$ cat src/rtl/uart_pkg.sv
// Shared types and defaults for the UART transmit scheduler.
package uart_pkg;

  typedef enum logic [1:0] {
    S_IDLE,
    S_ISSUE,
    S_WAIT_BUSY,
    S_WAIT_DONE
  } sched_state_e;

  localparam int unsigned DEF_NUM_REQ  = 4;
  localparam int unsigned DEF_BUSY_TMO = 4;

  // Reduce v into [0, n) when v is known to be below 2n.
  function automatic int unsigned wrap_idx(input int unsigned v, input int unsigned n);
    return (v >= n) ? v - n : v;
  endfunction

endpackage

$ cat src/rtl/uart_tx_sched_if.sv
// Requester and transmitter signals of the scheduler; master is the scheduler side.
interface uart_tx_sched_if
  import uart_pkg::*;
#(
  parameter int unsigned NUM_REQ = DEF_NUM_REQ
) ();

  localparam int unsigned IDW = $clog2(NUM_REQ);

  logic [NUM_REQ-1:0]   req_valid;
  logic [NUM_REQ*8-1:0] req_data;
  logic [NUM_REQ-1:0]   req_ready;
  logic [NUM_REQ-1:0]   cfg_par_en;
  logic [NUM_REQ-1:0]   cfg_par_typ;
  logic [7:0]           P_DATA;
  logic                 DATA_valid;
  logic                 PAR_EN;
  logic                 PAR_TYP;
  logic                 busy;
  logic [IDW-1:0]       grant_id;
  logic                 tx_done;
  logic                 tmo_err;

  modport master (
    input  req_valid, req_data, cfg_par_en, cfg_par_typ, busy,
    output req_ready, P_DATA, DATA_valid, PAR_EN, PAR_TYP, grant_id, tx_done, tmo_err
  );

  modport slave (
    output req_valid, req_data, cfg_par_en, cfg_par_typ, busy,
    input  req_ready, P_DATA, DATA_valid, PAR_EN, PAR_TYP, grant_id, tx_done, tmo_err
  );

endinterface

$ cat src/rtl/uart_tx_sched_rr_arbiter.sv
// Combinational round-robin pick: first set request at or after ptr, wrapping.
module rr_arbiter
  import uart_pkg::*;
#(
  parameter int unsigned NUM_REQ = DEF_NUM_REQ,
  localparam int unsigned IDW = $clog2(NUM_REQ)
) (
  input  logic [NUM_REQ-1:0] req,
  input  logic [IDW-1:0]     ptr,
  output logic [NUM_REQ-1:0] gnt,
  output logic [IDW-1:0]     idx
);

  always_comb begin
    logic           found;
    logic [IDW-1:0] sel;
    gnt   = '0;
    idx   = '0;
    found = 1'b0;
    sel   = '0;
    for (int unsigned i = 0; i < NUM_REQ; i++) begin
      sel = IDW'(wrap_idx(int'(ptr) + i, NUM_REQ));
      if (!found && req[sel]) begin
        found    = 1'b1;
        gnt[sel] = 1'b1;
        idx      = sel;
      end
    end
  end

endmodule

$ cat src/rtl/uart_tx_sched.sv
// Shares one UART transmitter among NUM_REQ requesters with round-robin grant,
// per-requester parity config and a busy-rise timeout.
module uart_tx_sched
  import uart_pkg::*;
#(
  parameter int unsigned NUM_REQ  = DEF_NUM_REQ,
  parameter int unsigned BUSY_TMO = DEF_BUSY_TMO
) (
  input logic            clk,
  input logic            rst,
  uart_tx_sched_if.master bus
);

  localparam int unsigned IDW = $clog2(NUM_REQ);

  sched_state_e state, state_nxt;

  logic [IDW-1:0]     ptr;
  logic [IDW-1:0]     win_idx;
  logic [NUM_REQ-1:0] win_gnt;
  logic [7:0]         win_byte;
  logic [IDW-1:0]     lat_id;
  logic [7:0]         lat_data;
  logic               lat_pen;
  logic               lat_ptyp;
  logic [7:0]         cnt;

  logic grant_fire;
  logic issue;
  logic done;
  logic tmo;
  logic holding;

  rr_arbiter #(.NUM_REQ(NUM_REQ)) u_arb (
    .req (bus.req_valid),
    .ptr (ptr),
    .gnt (win_gnt),
    .idx (win_idx)
  );

  always_comb begin
    win_byte = '0;
    for (int unsigned i = 0; i < NUM_REQ; i++) begin
      if (IDW'(i) == win_idx) win_byte = bus.req_data[i*8 +: 8];
    end
  end

  always_comb begin
    state_nxt  = state;
    grant_fire = 1'b0;
    issue      = 1'b0;
    done       = 1'b0;
    tmo        = 1'b0;
    case (state)
      S_IDLE: begin
        if (!bus.busy && (|bus.req_valid)) begin
          grant_fire = 1'b1;
          state_nxt  = S_ISSUE;
        end
      end
      S_ISSUE: begin
        issue     = 1'b1;
        state_nxt = S_WAIT_BUSY;
      end
      S_WAIT_BUSY: begin
        if (bus.busy) begin
          state_nxt = S_WAIT_DONE;
        end else if (cnt >= 8'(BUSY_TMO)) begin
          tmo       = 1'b1;
          state_nxt = S_IDLE;
        end
      end
      S_WAIT_DONE: begin
        if (!bus.busy) begin
          done      = 1'b1;
          state_nxt = S_IDLE;
        end
      end
      default: state_nxt = S_IDLE;
    endcase
  end

  always_ff @(posedge clk) begin
    if (rst) begin
      state    <= S_IDLE;
      ptr      <= '0;
      cnt      <= '0;
      lat_id   <= '0;
      lat_data <= '0;
      lat_pen  <= 1'b0;
      lat_ptyp <= 1'b0;
    end else begin
      state <= state_nxt;
      if (grant_fire) begin
        lat_id   <= win_idx;
        lat_data <= win_byte;
        lat_pen  <= bus.cfg_par_en[win_idx];
        lat_ptyp <= bus.cfg_par_typ[win_idx];
        ptr      <= (win_idx == IDW'(NUM_REQ - 1)) ? '0 : win_idx + 1'b1;
      end
      if (state == S_ISSUE) begin
        cnt <= '0;
      end else if (state == S_WAIT_BUSY) begin
        cnt <= cnt + 1'b1;
      end
    end
  end

  // Outputs are forced low while rst is high, even before the state register clears.
  assign holding = (state != S_IDLE) && !rst;

  assign bus.req_ready  = (grant_fire && !rst) ? win_gnt : '0;
  assign bus.DATA_valid = issue && !rst;
  assign bus.tx_done    = done && !rst;
  assign bus.tmo_err    = tmo && !rst;
  assign bus.P_DATA     = holding ? lat_data : '0;
  assign bus.PAR_EN     = holding && lat_pen;
  assign bus.PAR_TYP    = holding && lat_ptyp;
  assign bus.grant_id   = holding ? lat_id : '0;

endmodule

$ cat src/flat_wrapper.sv
// flat-port wrapper written by rule: the top's interface ports become plain ports
module uart_tx_sched_flat import uart_pkg::*;
#(
  parameter int unsigned NUM_REQ  = DEF_NUM_REQ,
  parameter int unsigned BUSY_TMO = DEF_BUSY_TMO
)
  (clk, rst, bus_req_valid, bus_req_data, bus_cfg_par_en, bus_cfg_par_typ, bus_busy, bus_req_ready, bus_P_DATA, bus_DATA_valid, bus_PAR_EN, bus_PAR_TYP, bus_grant_id, bus_tx_done, bus_tmo_err);
  uart_tx_sched_if #(.NUM_REQ(NUM_REQ)) bus_i ();
  input logic clk;
  input logic rst;
  input wire logic [$bits(bus_i.req_valid)-1:0] bus_req_valid;
  input wire logic [$bits(bus_i.req_data)-1:0] bus_req_data;
  input wire logic [$bits(bus_i.cfg_par_en)-1:0] bus_cfg_par_en;
  input wire logic [$bits(bus_i.cfg_par_typ)-1:0] bus_cfg_par_typ;
  input wire logic [$bits(bus_i.busy)-1:0] bus_busy;
  output wire logic [$bits(bus_i.req_ready)-1:0] bus_req_ready;
  output wire logic [$bits(bus_i.P_DATA)-1:0] bus_P_DATA;
  output wire logic [$bits(bus_i.DATA_valid)-1:0] bus_DATA_valid;
  output wire logic [$bits(bus_i.PAR_EN)-1:0] bus_PAR_EN;
  output wire logic [$bits(bus_i.PAR_TYP)-1:0] bus_PAR_TYP;
  output wire logic [$bits(bus_i.grant_id)-1:0] bus_grant_id;
  output wire logic [$bits(bus_i.tx_done)-1:0] bus_tx_done;
  output wire logic [$bits(bus_i.tmo_err)-1:0] bus_tmo_err;
  assign bus_i.req_valid = bus_req_valid;
  assign bus_i.req_data = bus_req_data;
  assign bus_i.cfg_par_en = bus_cfg_par_en;
  assign bus_i.cfg_par_typ = bus_cfg_par_typ;
  assign bus_i.busy = bus_busy;
  assign bus_req_ready = bus_i.req_ready;
  assign bus_P_DATA = bus_i.P_DATA;
  assign bus_DATA_valid = bus_i.DATA_valid;
  assign bus_PAR_EN = bus_i.PAR_EN;
  assign bus_PAR_TYP = bus_i.PAR_TYP;
  assign bus_grant_id = bus_i.grant_id;
  assign bus_tx_done = bus_i.tx_done;
  assign bus_tmo_err = bus_i.tmo_err;
  uart_tx_sched #(.NUM_REQ(NUM_REQ), .BUSY_TMO(BUSY_TMO)) u_core (.clk(clk), .rst(rst), .bus(bus_i));
endmodule
$ cat config.mk
export PLATFORM = sky130hd
export DESIGN_NAME = uart_tx_sched_flat
export DESIGN_NICKNAME = d
export VERILOG_FILES = /design/src/rtl/uart_pkg.sv /design/src/rtl/uart_tx_sched_if.sv /design/src/rtl/uart_tx_sched_rr_arbiter.sv /design/src/rtl/uart_tx_sched.sv /design/src/flat_wrapper.sv
export SDC_FILE = /design/constraint.sdc
export NUM_CORES = 1
export LEC_CHECK = 0
export BUFFER_PORTS_ARGS = -buffer_cell sky130_fd_sc_hd__buf_2
export CAP_MARGIN = 20
export CELL_PAD_IN_SITES_DETAIL_PLACEMENT = 1
export CELL_PAD_IN_SITES_GLOBAL_PLACEMENT = 2
export CORE_ASPECT_RATIO = 1.2
export CORE_MARGIN = 1.5
export CORE_UTILIZATION = 28
export CTS_CLUSTER_DIAMETER = 60
export CTS_CLUSTER_SIZE = 25
export DETAILED_ROUTE_END_ITERATION = 10
export PLACE_DENSITY_LB_ADDON = 0.1
export SLEW_MARGIN = 20
export SYNTH_ARGS = -nofsm -noshare
export SYNTH_HDL_FRONTEND = slang
export SYNTH_SLANG_ARGS = --single-unit
$ cat constraint.sdc
create_clock -name clk -period 4.7 [get_ports clk]
set_input_delay 0.94 -clock clk [delete_from_list [all_inputs] [get_ports clk]]
set_output_delay 0.94 -clock clk [all_outputs]
set_load 0.005 [all_outputs]
==> impl_metrics.toml, run 1 <==
[power_and_ir_drop]
comb_power_share = 0.563
p_int_mw = 0.581
clkPwrFrac = 0.185
swShare = 0.421
leakagePower_nw = 1.07
power_mw = 1.00
seq_power_share = 0.252
ir_drop_uv = 130
cellPowerDensity_nw_per_um2 = 409
power.switching_mw = 0.423

[synth]
synthArstFlopShare = 0
yosysTopAreaCell = "dfxtp_1"
syn-num-nets = 314
netlist_top_cells_area = "dfxtp_1, ha_1, nor2_1, a211oi_1, a221oi_1"
synth_flop_cell = "dfxtp_1"
syn_area_sq_um = 2010
postSynthCellCount = 254
ys_seq_elements = 24
synth_edf_count = 0
postSynthAreaPerCell_sq_um = 7.90
yosysTopAreaCellShare = 0.240
yosysSeqAreaShare = 0.240
synth.distinct_cells = 45
yosysWarnings = 0

[timing]
rsz0062_at_grt = "false"
fmax_mhz = 252
hold_viol = 0
setup_viol = 0
finalMaxSlewViolations = 0
tightestPinTransition_ps = 660
fin_tns_setup_ps = 0
period_needed_ps = 3970
relSlewSlack = 0.558
fin_worst_skew_ps = 7.52
finalCritPeriodShare = 0.845

[final_layout]
stdcell_area_sq_um = 2460
diodes = 0
synthToLayoutAreaGrowth_pct = 22.5
final_common_cell = "buf_2"
layout.nets = 370
drive_gt1_frac = 0.272
fin_util = 0.356
final_cell_mix = "buf_2, nor2_1, dfxtp_1, a21oi_1"

[critical_path]
arrival_ps = 4160
required_ps = 4890
worst_r2r_path_depth = 13
path_common_cell = "ha_1"
r2r-start = "u_core.ptr[1]"
cp_cell_sequence = "inv_1 -> ha_1 -> mux4_2 -> nor2b_4 -> or2_4 -> a22oi_4 -> inv_2 -> ha_1 -> nor2b_1 -> a221oi_1 -> nor3_1 -> a21oi_1 -> a211oi_1"
cpPeakStageDelay_ps = 550
r2r_slack_ps = 730
regToRegEndpoint = "u_core.lat_data[2]"
critical_path_class = "reg -> reg"
crit_slowest_cell = "dfxtp_1"
start_kind = "flop"
crit_path_end_kind = "flop"
crit_fanout = 10

[clocking]
cts_buffer_depth = 2
postCtsSetupRepairBufs = 0
cts_resized = 0
cts_max_level = 1
clkLatencyLatePin_ps = 270
cts_hold_buf = 0
clkSinkCount = 24
clkTransAtPathRegs_ps = 90
cts_root_buffer = "clkbuf_8"
cts_buffers = 3
cts_tree = "built"

[placement]
placed_cell_area_sq_um = 2380
dp.final_hpwl_um = 4760
io_buffers = 65
gp_congestion = 0.808

[route]
dr.pass1.iters = 4
routedWlPerCell_um = 15.2
num_vias = 2033
detail-route-antenna-nets = 0
wl_um = 6010
viasPerCell = 5.13
drtIter0Drc = 62
drc_errors = 0

[min_path]
whs_path_depth = 1
hold_path.class = "reg -> reg"
hold_end = "u_core.lat_ptyp"
hp-start = "u_core.lat_ptyp"

[global_routing]
grt.overflow.total = 0
track_usage = 0.163
antenna_found_initial = 0
grt_pass1_vias = 2039
grt_max_degree = 27
grt_pass1_wl_um = 9880

[floorplanning]
die_x_um = 80.3
coreArea_sq_um = 6900
rows = 33
die_area_sq_um = 7680
io_pins = 66
fp.dieH_um = 95.7
start_util = 0.291

[flow_run]
maxCapViolCount = 0

[status]
outcome = "finished clean"
[final cells by class]
cell class                      instances  area (sq um)
Fill cell                             868          4440
Clock buffer                            3          41.3
Sequential cell                        24           480
Timing Repair Buffer                   67           340
Tap cell                               87           109
Clock inverter                          1          30.0
Multi-Input combinational cell        206          1430
Inverter                                8          30.0
[how the worst max path moves through the flow]
stage | start | to
after floorplan | u_core.ptr[0] | u_core.lat_data[0]
after global placement | bus_req_valid[1] | u_core.lat_data[2]
after detailed placement | bus_req_valid[0] | u_core.lat_data[2]
after CTS | u_core.ptr[1] | u_core.lat_data[2]
after global routing | u_core.ptr[1] | u_core.lat_data[2]
final | u_core.ptr[1] | u_core.lat_data[2]
[sequential cells by signal, summed over array words and instances (netlist names)]
signal           flops
u_core.lat_id        2
u_core.ptr           2
u_core.lat_data      8
u_core.lat_pen       1
u_core.state         2
u_core.cnt           8
u_core.lat_ptyp      1
[power by group through the flow]
stage / Combinational [mW] / Clock [mW] / Sequential [mW]
2_1_floorplan: 0.431 / 0 / 0.249
3_3_place_gp: 0.572 / 0 / 0.259
3_5_place_dp: 0.571 / 0 / 0.258
4_1_cts: 0.574 / 0.191 / 0.254
5_1_grt: 0.627 / 0.197 / 0.259
6_report: 0.566 / 0.185 / 0.253
[layer usage]
layer / vias to the layer above / part of all wire / GRT usage
li1: 1025 / - / -
met1: 951 / 0.46 / 0.202
met2: 51 / 0.47 / 0.289
met3: 6 / 0.059 / 0.0294
met4: 0 / 0.014 / 0.0417
met5: - / 0 / 0
[kinds of logic (layout without fill, tap and decap cells)]
family          Yosys count  after routing  synth area share
compound gates           68             68             0.250
xor+xnor                  6              6            0.0262
fa+ha+maj                13             13            0.0811
buf+inv                  24             79            0.0499
flops                    24             24             0.240
mux                      13             13            0.0917
simple gates            106            106             0.262
[worst max-delay path: cells and delay by family (launching register included)]
kind,cells,cell delay [ps]
compound gates,4,750
buf+inv,2,270
flops,1,550
simple gates,4,1060
mux,1,420
fa+ha+maj,2,830
[synth_stat cells, drive strengths merged (2+ instances only)]
library cell  number
mux4               4
clkbuf            13
inv                7
and2              13
nand3b             2
nand3              2
nor2b             10
nor4               5
a221oi            11
dfxtp             24
a32o               2
nand2             12
mux2i              6
xnor2              2
a211oi            13
a21oi             17
mux2               3
o21ai              9
nor2              43
buf                3
and3               4
ha                13
nor3              10
nand2b             4
a22oi              6
a31oi              3
xor2               4
[per-stage QoR]
step / worst slack (ps) / cells / hold WS [ps]
finish: 730 / 396 / 477
global route: 483 / 396 / 510
CTS: 700 / 396 / 487
detailed placement: 679 / 392 / 466
global placement: 772 / 392 / 460
floorplan: 1100 / 254 / 434
Note: power is estimated with default switching activity, not from simulation.
==> run 2: changes to the inputs <==
- CORE_UTILIZATION: 28 -> 25
- clock period: 4.7 -> 3.2 ns (I/O delays scaled with it)
==> run 2 against run 1 <==
Net effect: clock power is essentially flat; non-clock buffer count increased by 19; critical path depth shrank 4; final cell count rose by 5.8%; clock-buffer cell count is the same; die area up 12%; sequential share of layout area fell by 0.94 points; first-iteration DRC count fell by 24%; via count increased by 1.5%; the run now ends with DRC left; flip-flop and latch count did not move; largest cell class unchanged.
==> impl_metrics.toml, run 2 (same netlist as run 1, synthesis figures left out) <==
[status]
outcome = "finished, violations left"
violations = "DRC"

[min_path]
whs_path_depth = 1
hp-start = "u_core.lat_ptyp"
hold_end = "u_core.lat_ptyp"
hold_path.class = "reg -> reg"

[global_routing]
grt_pass1_vias = 2197
grt_pass1_wl_um = 10200
track_usage = 0.144
grt.overflow.total = 0
grt_max_degree = 25
antenna_found_initial = 0

[timing]
fin_worst_skew_ps = 5.28
finalCritPeriodShare = 0.914
timing.hold.ws_ps = 467
fmax_mhz = 342
period_needed_ps = 2930
rsz0062_at_grt = "false"
setup_viol = 0
layout_setup_ws_ps = 274
finalMaxSlewViolations = 0
tightestPinTransition_ps = 677
fin_tns_setup_ps = 0
hold_viol = 0
relSlewSlack = 0.547

[critical_path]
worst_r2r_path_depth = 14
arrival_ps = 2290
r2r_slack_ps = 280
crit_path_end_kind = "output pin"
critical_path_class = "reg -> out"
r2r-start = "u_core.ptr[0]"
crit_fanout = 7
regToRegEndpoint = "u_core.lat_data[6]"
required_ps = 2560
start_kind = "flop"

[placement]
dp.final_hpwl_um = 4740
dpl.cell_count = 416
placed_cell_area_sq_um = 2540
pre_cts_ws_ps = -34.7
gp_congestion = 0.701
io_buffers = 65

[route]
drtIter0Drc = 47
routedWlPerCell_um = 14.0
dr.pass1.iters = 8
drc_errors = 4
detail-route-antenna-nets = 0
wl_um = 5860
viasPerCell = 4.92
num_vias = 2063

[floorplanning]
rows = 35
start_util = 0.259
coreArea_sq_um = 7750
die_area_sq_um = 8570
fp.dieH_um = 101
io_pins = 66
die_x_um = 84.8

[final_layout]
drive_gt1_frac = 0.330
fin_util = 0.335
layout.nets = 389
n_fill_cell = 985
top_regs = "u_core.cnt x8, u_core.lat_data x8"
diodes = 0
final_common_cell = "buf_2"
stdcell_area_sq_um = 2600
synthToLayoutAreaGrowth_pct = 29.6
final_cells = 419
final_cell_mix = "buf_2, nor2_1, dfxtp_1, buf_4, a21oi_1"

[clocking]
clkSinkCount = 24
cts_max_level = 1
cts_resized = 0
cts_tree = "built"
postCtsSetupRepairBufs = 0
clkTransAtPathRegs_ps = 90
clkLatencyLatePin_ps = 270
cts_buffers = 3
cts_buffer_depth = 2
cts_hold_buf = 0
cts_root_buffer = "clkbuf_8"

[power_and_ir_drop]
power_mw = 1.48
ir_drop_uv = 175
cellPowerDensity_nw_per_um2 = 570
leakagePower_nw = 1.15

[flow_run]
maxCapViolCount = 0
-- run 2: worst max path at each step --
stage,slack [ps],from,cells past startpoint,end
floorplan,10,u_core.ptr[0],17,u_core.lat_data[0]
global placement,-9,bus_req_valid[3],12,u_core.lat_data[6]
detailed placement,-30,bus_req_valid[1],12,u_core.lat_data[6]
CTS,40,u_core.ptr[0],8,bus_req_ready[1]
global route,50,u_core.ptr[0],14,u_core.lat_data[6]
finish,270,u_core.ptr[0],9,bus_req_ready[1]
-- run 2: layout make-up --
cell class | instances | area (sq um) | area share
multi-input cells | 206 | 1450 | 0.556
well taps | 92 | 115 | 0.0443
inverters | 8 | 30.0 | 0.0115
clock buffers | 3 | 41.3 | 0.0159
repair buffers | 86 | 483 | 0.186
flip-flops and latches | 24 | 484 | 0.186
-- run 2: per-layer routing --
layer,part of all wire,vias to the layer above,track usage
met5,0,-,0
li1,-,1062,-
met4,0.0050,0,0.0227
met3,0.038,2,0.0254
met1,0.47,956,0.188
met2,0.48,43,0.252
-- run 2: power by group --
group	total, mW	internal (mW)	leakage, nW	switching [mW]
Clock	0.185	0.0843	0.0216	0.101
Sequential	0.370	0.340	0.197	0.0300
Combinational	0.928	0.442	0.933	0.486
-- run 2: worst max-delay path, stage by stage (launching register included) --
cell and delay (ps):
dfxtp_4 410, inv_1 70, ha_1 330, mux4_2 370, buf_4 200, a22oi_1 190, nor2_1 60, a221oi_1 210
nor2_1 60, buf_2 130
